===== src/rtl/sfi_check_fifo_if.sv =====
// Handshake bundle between the SFI rewriter, the check FIFO and the consumer.
// slave is the FIFO's view; master is the view of the environment around it.
interface sfi_check_fifo_if;
  logic        in_valid;
  logic        in_ready;
  logic [63:0] in_data;
  logic        out_valid;
  logic        out_ready;
  logic [63:0] out_data;
  logic        out_viol;

  modport slave (
    input  in_valid, in_data, out_ready,
    output in_ready, out_valid, out_data, out_viol
  );

  modport master (
    output in_valid, in_data, out_ready,
    input  in_ready, out_valid, out_data, out_viol
  );
endinterface


===== src/rtl/sfi_check_fifo.sv =====
// Show-ahead FIFO behind the SFI store-address rewriter. Every accepted word
// is audited: store-class opcodes without the sandbox tag in [63:56] are
// flagged alongside the word, counted (saturating) and latched as a sticky error.
module sfi_check_fifo #(
  parameter int         DEPTH       = 4,
  parameter logic [7:0] SANDBOX_TAG = 8'hA2,
  parameter int         CNT_W       = 16
) (
  input  logic             clk,
  input  logic             rst_n,
  sfi_check_fifo_if.slave  bus,
  input  logic             clr_err,
  output logic [CNT_W-1:0] viol_count,
  output logic             sticky_err
);
  localparam int AW = $clog2(DEPTH);

  // Each entry carries the violation flag in bit 64 next to the untouched word.
  logic [64:0]      mem_q [DEPTH];
  logic [64:0]      mem_d [DEPTH];
  logic [AW-1:0]    wr_ptr_q, wr_ptr_d;
  logic [AW-1:0]    rd_ptr_q, rd_ptr_d;
  logic [AW:0]      occ_q, occ_d;
  logic [CNT_W-1:0] cnt_q, cnt_d;
  logic             sticky_q, sticky_d;

  logic       full, empty, in_ready, push, pop;
  logic       store_class, viol;
  logic [5:0] opc;

  // Status and handshakes; in_ready looks only at occupancy and reset.
  always_comb begin
    full     = (occ_q == (AW+1)'(DEPTH));
    empty    = (occ_q == '0);
    in_ready = rst_n & ~full;
    push     = bus.in_valid & in_ready;
    pop      = ~empty & bus.out_ready;
  end

  assign bus.in_ready  = in_ready;
  assign bus.out_valid = ~empty;
  assign bus.out_data  = mem_q[rd_ptr_q][63:0];
  assign bus.out_viol  = ~empty & mem_q[rd_ptr_q][64];
  assign viol_count    = cnt_q;
  assign sticky_err    = sticky_q;

  // Classify the incoming word: untagged store-class opcodes are violations.
  always_comb begin
    opc = bus.in_data[31:26];
    case (opc)
      6'd40, 6'd41, 6'd42, 6'd43, 6'd44,
      6'd45, 6'd46, 6'd56, 6'd60, 6'd63: store_class = 1'b1;
      default:                           store_class = 1'b0;
    endcase
    viol = store_class & (bus.in_data[63:56] != SANDBOX_TAG);
  end

  // Next-state for storage, pointers, occupancy and the audit counters.
  always_comb begin
    mem_d    = mem_q;
    wr_ptr_d = wr_ptr_q;
    rd_ptr_d = rd_ptr_q;
    occ_d    = occ_q;
    cnt_d    = cnt_q;
    sticky_d = sticky_q;

    if (push) begin
      mem_d[wr_ptr_q] = {viol, bus.in_data};
      wr_ptr_d        = wr_ptr_q + AW'(1);
    end
    if (pop) begin
      rd_ptr_d = rd_ptr_q + AW'(1);
    end

    case ({push, pop})
      2'b10:   occ_d = occ_q + (AW+1)'(1);
      2'b01:   occ_d = occ_q - (AW+1)'(1);
      default: occ_d = occ_q;
    endcase

    // A violation in the same cycle as a clear wins, so it is never lost.
    if (push && viol) begin
      sticky_d = 1'b1;
      if (clr_err) begin
        cnt_d = CNT_W'(1);
      end else if (!(&cnt_q)) begin
        cnt_d = cnt_q + CNT_W'(1);
      end
    end else if (clr_err) begin
      cnt_d    = '0;
      sticky_d = 1'b0;
    end
  end

  // Control state with synchronous active-low reset.
  always_ff @(posedge clk) begin
    if (!rst_n) begin
      wr_ptr_q <= '0;
      rd_ptr_q <= '0;
      occ_q    <= '0;
      cnt_q    <= '0;
      sticky_q <= 1'b0;
    end else begin
      wr_ptr_q <= wr_ptr_d;
      rd_ptr_q <= rd_ptr_d;
      occ_q    <= occ_d;
      cnt_q    <= cnt_d;
      sticky_q <= sticky_d;
    end
  end

  // Entry storage needs no reset; occupancy gates everything read from it.
  always_ff @(posedge clk) begin
    mem_q <= mem_d;
  end
endmodule

===== src/flat_wrapper.sv =====
// flat-port wrapper written by rule: the top's interface ports become plain ports
module sfi_check_fifo_flat 
#(
  parameter int         DEPTH       = 4,
  parameter logic [7:0] SANDBOX_TAG = 8'hA2,
  parameter int         CNT_W       = 16
)
  (clk, rst_n, clr_err, viol_count, sticky_err, bus_in_valid, bus_in_data, bus_out_ready, bus_in_ready, bus_out_valid, bus_out_data, bus_out_viol);
  sfi_check_fifo_if bus_i ();
  input  logic clk;
  input  logic rst_n;
  input  logic clr_err;
  output logic [CNT_W-1:0] viol_count;
  output logic sticky_err;
  input wire logic [$bits(bus_i.in_valid)-1:0] bus_in_valid;
  input wire logic [$bits(bus_i.in_data)-1:0] bus_in_data;
  input wire logic [$bits(bus_i.out_ready)-1:0] bus_out_ready;
  output wire logic [$bits(bus_i.in_ready)-1:0] bus_in_ready;
  output wire logic [$bits(bus_i.out_valid)-1:0] bus_out_valid;
  output wire logic [$bits(bus_i.out_data)-1:0] bus_out_data;
  output wire logic [$bits(bus_i.out_viol)-1:0] bus_out_viol;
  assign bus_i.in_valid = bus_in_valid;
  assign bus_i.in_data = bus_in_data;
  assign bus_i.out_ready = bus_out_ready;
  assign bus_in_ready = bus_i.in_ready;
  assign bus_out_valid = bus_i.out_valid;
  assign bus_out_data = bus_i.out_data;
  assign bus_out_viol = bus_i.out_viol;
  sfi_check_fifo #(.DEPTH(DEPTH), .SANDBOX_TAG(SANDBOX_TAG), .CNT_W(CNT_W)) u_core (.clk(clk), .rst_n(rst_n), .bus(bus_i), .clr_err(clr_err), .viol_count(viol_count), .sticky_err(sticky_err));
endmodule

===== config.mk =====
export PLATFORM = sky130hd
export DESIGN_NAME = sfi_check_fifo_flat
export DESIGN_NICKNAME = d
export VERILOG_FILES = /design/src/rtl/sfi_check_fifo_if.sv /design/src/rtl/sfi_check_fifo.sv /design/src/flat_wrapper.sv
export SDC_FILE = /design/constraint.sdc
export NUM_CORES = 1
export LEC_CHECK = 0
export ABC_AREA = 1
export CELL_PAD_IN_SITES_DETAIL_PLACEMENT = 0
export CELL_PAD_IN_SITES_GLOBAL_PLACEMENT = 1
export CORE_UTILIZATION = 44
export CTS_BUF_LIST = sky130_fd_sc_hd__clkbuf_8
export CTS_CLUSTER_DIAMETER = 40
export DETAILED_ROUTE_END_ITERATION = 16
export GPL_TIMING_DRIVEN = 1
export PLACE_DENSITY_LB_ADDON = 0.15
export SYNTH_ARGS = -nofsm -noshare
export SYNTH_HDL_FRONTEND = slang
export SYNTH_SLANG_ARGS = --single-unit

===== constraint.sdc =====
create_clock -name clk -period 7.8 [get_ports clk]
set_input_delay 1.56 -clock clk [delete_from_list [all_inputs] [get_ports clk]]
set_output_delay 1.56 -clock clk [all_outputs]
set_load 0.1 [all_outputs]

* After elaboration in Yosys (flattened, before gate mapping)
Index checks and enable logic that the tools add are counted.
** Storage, ports and cells
- Bits in registers :: 284
- Input port bits :: 69
- Output and inout port bits :: 84
- Word-level logic and storage cells :: 63
** Operators by class
- $add $sub $neg :: 5
- $lt $le $gt $ge :: 3
- Eq/ne operators :: 15
- Muxes and demuxes :: 14
- Bitwise gates (word level) :: 9
- Reductions and logical operators :: 8
** Operator list (number)
- $bwmux 260 :: 1
- $mux 65 :: 3
- $bmux 65 s2 :: 1
- $demux 65 s2 :: 1
- $mux 16 :: 4
- $eq 6x6->1 const B :: 10
- $add 16x1->16 const B :: 1
- $reduce_and 16->1 :: 1
- $reduce_or 10->1 :: 1
- $ne 8x8->1 const B :: 1
- $ge 3x3->1 const B :: 2
- $not 2->3 :: 2
- $pmux 3 s2 :: 1
- $and 1x1->1 :: 5
- $add 2x1->2 const B :: 2
- $reduce_bool 2->1 :: 2
- $add 3x1->3 const B :: 1
- $eq 3x3->1 const B :: 1
- $logic_not 3->1 :: 1
- $lt 3x1->1 const B :: 1
- $mux 1 :: 3
- $sub 3x1->3 const B :: 1
- $eq 2x1->1 const B :: 1
- $eq 2x2->1 const B :: 1
- 4 further kinds :: 6

* Depth between registers and ports, before layout
- Depth after elaboration :: 7
- Mapped depth :: 12
- Mapped depth without buffers :: 12

* Worst setup path before layout
OpenSTA, ideal clock, no wires.
- Path type :: in2reg
- Start :: input rst_n
- End :: register u_core.mem_q[0] (netlist name), enable pin
- Library setup time :: 488 ps
- Arrival :: 4553 ps
- Data required time :: 7312 ps
- Setup slack :: 2758 ps
- Stages on the path :: 4
- Buffers on the path :: 0
- Path through :: nand2_1 > nor2_2 > inv_2 > nor2_1
** Between the ends
- Longest elaborated chain between the ends :: 2
** Ends and longest elaborated chain
- start: declaration :: RTL line flat_wrapper.sv:11 : input logic rst_n;
- $and 1x1->1 :: RTL line sfi_check_fifo.sv:35 : in_ready = rst_n & ~full;
- $and 1x1->1 :: RTL line sfi_check_fifo.sv:36 : push = bus.in_valid & in_ready;
- end signal: assignment :: RTL line sfi_check_fifo.sv:114 : mem_q <= mem_d;
- end: declaration :: RTL line sfi_check_fifo.sv:19 : logic [64:0] mem_q [DEPTH];
Every way passes these cells.
A chain may end at the register's enable or synchronous reset.

* Worst setup path in the final report
- Start :: register u_core.rd_ptr_q[1]
- End :: output bus_out_data[57]
** Between the ends
- Longest elaborated chain between the ends :: 4
** Ends and longest elaborated chain
- start: declaration :: RTL line sfi_check_fifo.sv:22 : logic [AW-1:0] rd_ptr_q, rd_ptr_d;
- start signal: assignment :: RTL line sfi_check_fifo.sv:105 : rd_ptr_q <= rd_ptr_d;
- $not 2->3 (implied by the code) :: RTL line sfi_check_fifo.sv:42 : assign bus.out_data = mem_q[rd_ptr_q][63:0];
- $bmux 65 s2 :: RTL line sfi_check_fifo.sv:42
- $mux 65 (implied by the code) (2 in a row) :: RTL line sfi_check_fifo.sv:42
- end: declaration :: RTL line flat_wrapper.sv:20 : output wire logic [$bits(bus_i.out_data)-1:0] bus_out_data;
Every way passes these cells. The select of a mux whose other input is x is not followed.

==> flow_summary.toml <==
[drt]
firstDrtPassIters = 5
route.detailed.drc = 0
route.detailed.wl_per_inst_um = 17.41
drt_first_iter_violations = 457
postRouteWirelength_um = 24560
route.antenna.remaining_nets = 0
routed-via-count = 7313
route.detailed.vias_per_inst = 5.183

[synth]
yosys_warnings = 0
synthTopCellsByArea = "sky130_fd_sc_hd__edfxtp_1, sky130_fd_sc_hd__o21ai_0, sky130_fd_sc_hd__nor2_1"
dominant_combinational_cell_family_by_area_after_synthesis = "compound AO/OA/AOI/OAI gates"
async_set_or_reset_flop_fraction_in_the_synthesized_netlist_pct = 0
ys_types = 27
post-synth-top-area-cell = "sky130_fd_sc_hd__edfxtp_1"
synth_simple_gate_area_share_pct = 10.25
synth_seq_area_share_pct = 74.29
post_synth_mux_area_share_pct = 0
yosys.area_share.adder_pct = 0.8523
synth_enable_flop_cells = 260
syn-cell-area_um2 = 11160
post_synth_top_flop = "sky130_fd_sc_hd__edfxtp_1"
synth_compound_area_share_pct = 11.06
synth_top_area_share_pct = 69.98
synth.avg_cell_area_um2 = 12.54
ys_ff_latch = 284
post_synth_inst_count = 890
synth_xor_xnor_area_share_pct = 0.07850
synth_fp_nets = 966

[placed_design]
hpwlAfterDp_um = 13440
post_place_cells = 1328
buffer_ports.inserted = 152
preCtsSetupSlack_ps = 2736
place_congestion = 0.7211

[floorplan]
dieHeight_um = 161.2
floorplan.core_area_um2 = 24600
floorplan.rows = 57
fp.dieArea_um2 = 26000
die_w_um = 161.2
start_util_pct = 45.34
number_of_ports_placed_on_the_die_boundary = 153

[cts]
clock-sinks = 284
ctsHtreeMaxLevel = 2
insertion_delay_ps = 530
cts_repair_resize_count = 0
tritoncts = "yes"
cts-buffers-inserted = 48
cts-root-to-sink-buffers = 3
cts.reportedPaths.clkPinSlew_ps = 50
cts-root-buf = "sky130_fd_sc_hd__clkbuf_8"
post-cts-setup-buffer-count = 0
cts-hold-fix-buffers = 0

[power]
power.density_cell_area_nw_per_um2 = 333.2
peak_vdd_ir_mv = 0.2453
p_leak_nw = 4.746

[flow_run]
timing.max_cap.violations = 0

[global_route]
grt_overflow_total = 0
grt_max_degree = 115
grtUsageTotal_pct = 19.02
first_global_vias = 7214
grt_antenna_before_repair = 1
grt_first_pass_wirelength_um = 38470

[worst_setup_path]
end_kind = "primary output"
cp_data_arrival_time_ps = 3740
critical_path.startpoint_type = "register"
worst-setup-path-type = "reg2out"
cp.required_ps = 6240
critPathMaxFanout = 66

[finish]
design.final.nets = 1130
final_cell_count_no_fill = 1411
layout.filler_cells = 2100
layout.cells.most_common = "sky130_fd_sc_hd__edfxtp_1"
drive_above_1_share_pct = 8.096
final_core_util_pct = 56.31
antenna_diode_instance_count = 0
synthToLayoutAreaGrowth_pct = 24.18
commonest_cells_after_routing_fill_and_taps_aside = "sky130_fd_sc_hd__edfxtp_1, sky130_fd_sc_hd__nor2_1, sky130_fd_sc_hd__clkdlybuf4s50_1, sky130_fd_sc_hd__o21ai_0, sky130_fd_sc_hd__o22ai_1"

[sta]
setup_viol = 0
fin_crit_sh_pct = 67.94
hold-worst-slack_ps = 485.8
max_slew_violation_total_from_the_final_report = 0
final.setup.worst_slack_ps = 2501
period_minus_slack_ps = 5299
unrepaired_setup_endpoints_after_global_routing = "false"
setup_tns_ps = 0
final-hold-violation-count = 0
achievable-frequency_ghz = 0.1887
slew-limit-headroom_pct = 22.44
timing.clock.skew_ps = 11.20
max_slew.worst_pin.slew_ps = 1163

[run_status]
outcome = "finished, final reports clean"

[worst_hold_path]
min_path_type = "reg2reg"
synthesized netlist by cell type (3+ instances only):
library cell               number
sky130_fd_sc_hd__nor2_1       160
sky130_fd_sc_hd__o22ai_1       64
sky130_fd_sc_hd__nand2_1       60
sky130_fd_sc_hd__edfxtp_1     260
sky130_fd_sc_hd__buf_2          7
sky130_fd_sc_hd__ha_1           6
sky130_fd_sc_hd__o21ai_0      138
sky130_fd_sc_hd__nor3_1         4
sky130_fd_sc_hd__nand4_1       20
sky130_fd_sc_hd__a21oi_1       27
sky130_fd_sc_hd__inv_2          6
sky130_fd_sc_hd__dfxtp_1       24
sky130_fd_sc_hd__inv_1         46
sky130_fd_sc_hd__nor2_4         3
sky130_fd_sc_hd__clkbuf_1      36
sky130_fd_sc_hd__nand3_1       15
through the flow:
step           cell area [um2]  total power [mW]
3_5_place_dp             12990             3.463
6_report                 13850             4.617
3_3_place_gp             12990             3.457
4_1_cts                  13850             4.665
5_1_grt                  13850             4.796
2_1_floorplan            11160             3.058
metal layers:
layer	wire length, um	share of wire [%]	global-route usage, %	up-vias
met1	11230	46	25.63	3532
li1	-	-	-	3567
met2	11760	48	31.54	176
met4	381	1.6	5.789	0
met5	0	0	0	-
met3	1195	4.9	3.338	38
where the power goes:
part | switching (mW) | internal, mW | total (mW)
Sequential | 0.0223 | 1.72 | 1.74
Combinational | 1.33 | 0.349 | 1.68
Clock | 0.550 | 0.645 | 1.20
Total | 1.90 | 2.71 | 4.62
worst paths after layout:
kind	end	cells after the start	startpoint	slack, ps
setup reg to reg	u_core.mem_q[198]	7	u_core.occ_q[1]	5040
setup / recovery	bus_out_data[57]	6	u_core.rd_ptr_q[1]	2500
hold / removal	u_core.sticky_err	2	u_core.sticky_err	490
hold reg to reg	u_core.sticky_err	2	u_core.sticky_err	490
cell families after synthesis:
group	Yosys count
flip-flops	284
AND/OR/NAND/NOR	269
AO/OA/AOI/OAI	230
buffers and inverters	99
adder cells (fa/ha/maj)	7
XOR/XNOR	1
state kept, by name, indices dropped and copies added, names as in the netlist:
register	count
u_core.sticky_err	1
u_core.occ_q	3
u_core.mem_q	260
u_core.rd_ptr_q	2
u_core.wr_ptr_q	2
u_core.viol_count	16
worst max-delay path: stages (launching register included):
cell	delay, ps
sky130_fd_sc_hd__dfxtp_2	300
sky130_fd_sc_hd__buf_4	360
sky130_fd_sc_hd__inv_2	300
sky130_fd_sc_hd__buf_4	550
sky130_fd_sc_hd__o21ai_0	180
sky130_fd_sc_hd__o22ai_1	290
sky130_fd_sc_hd__clkdlybuf4s50_1	1200
layout make-up:
type                    instances  area [um2]  area share (%)
multi-input cells             507        2511           18.13
repair buffers                160        1582           11.42
clock buffers                  49       674.4           4.868
flip-flops and latches        284        8293           59.86
well taps                     324       405.4           2.926
inverters                      53       201.4           1.454
clock inverters                34       187.7           1.355
Power figures use the tool's default switching activity.
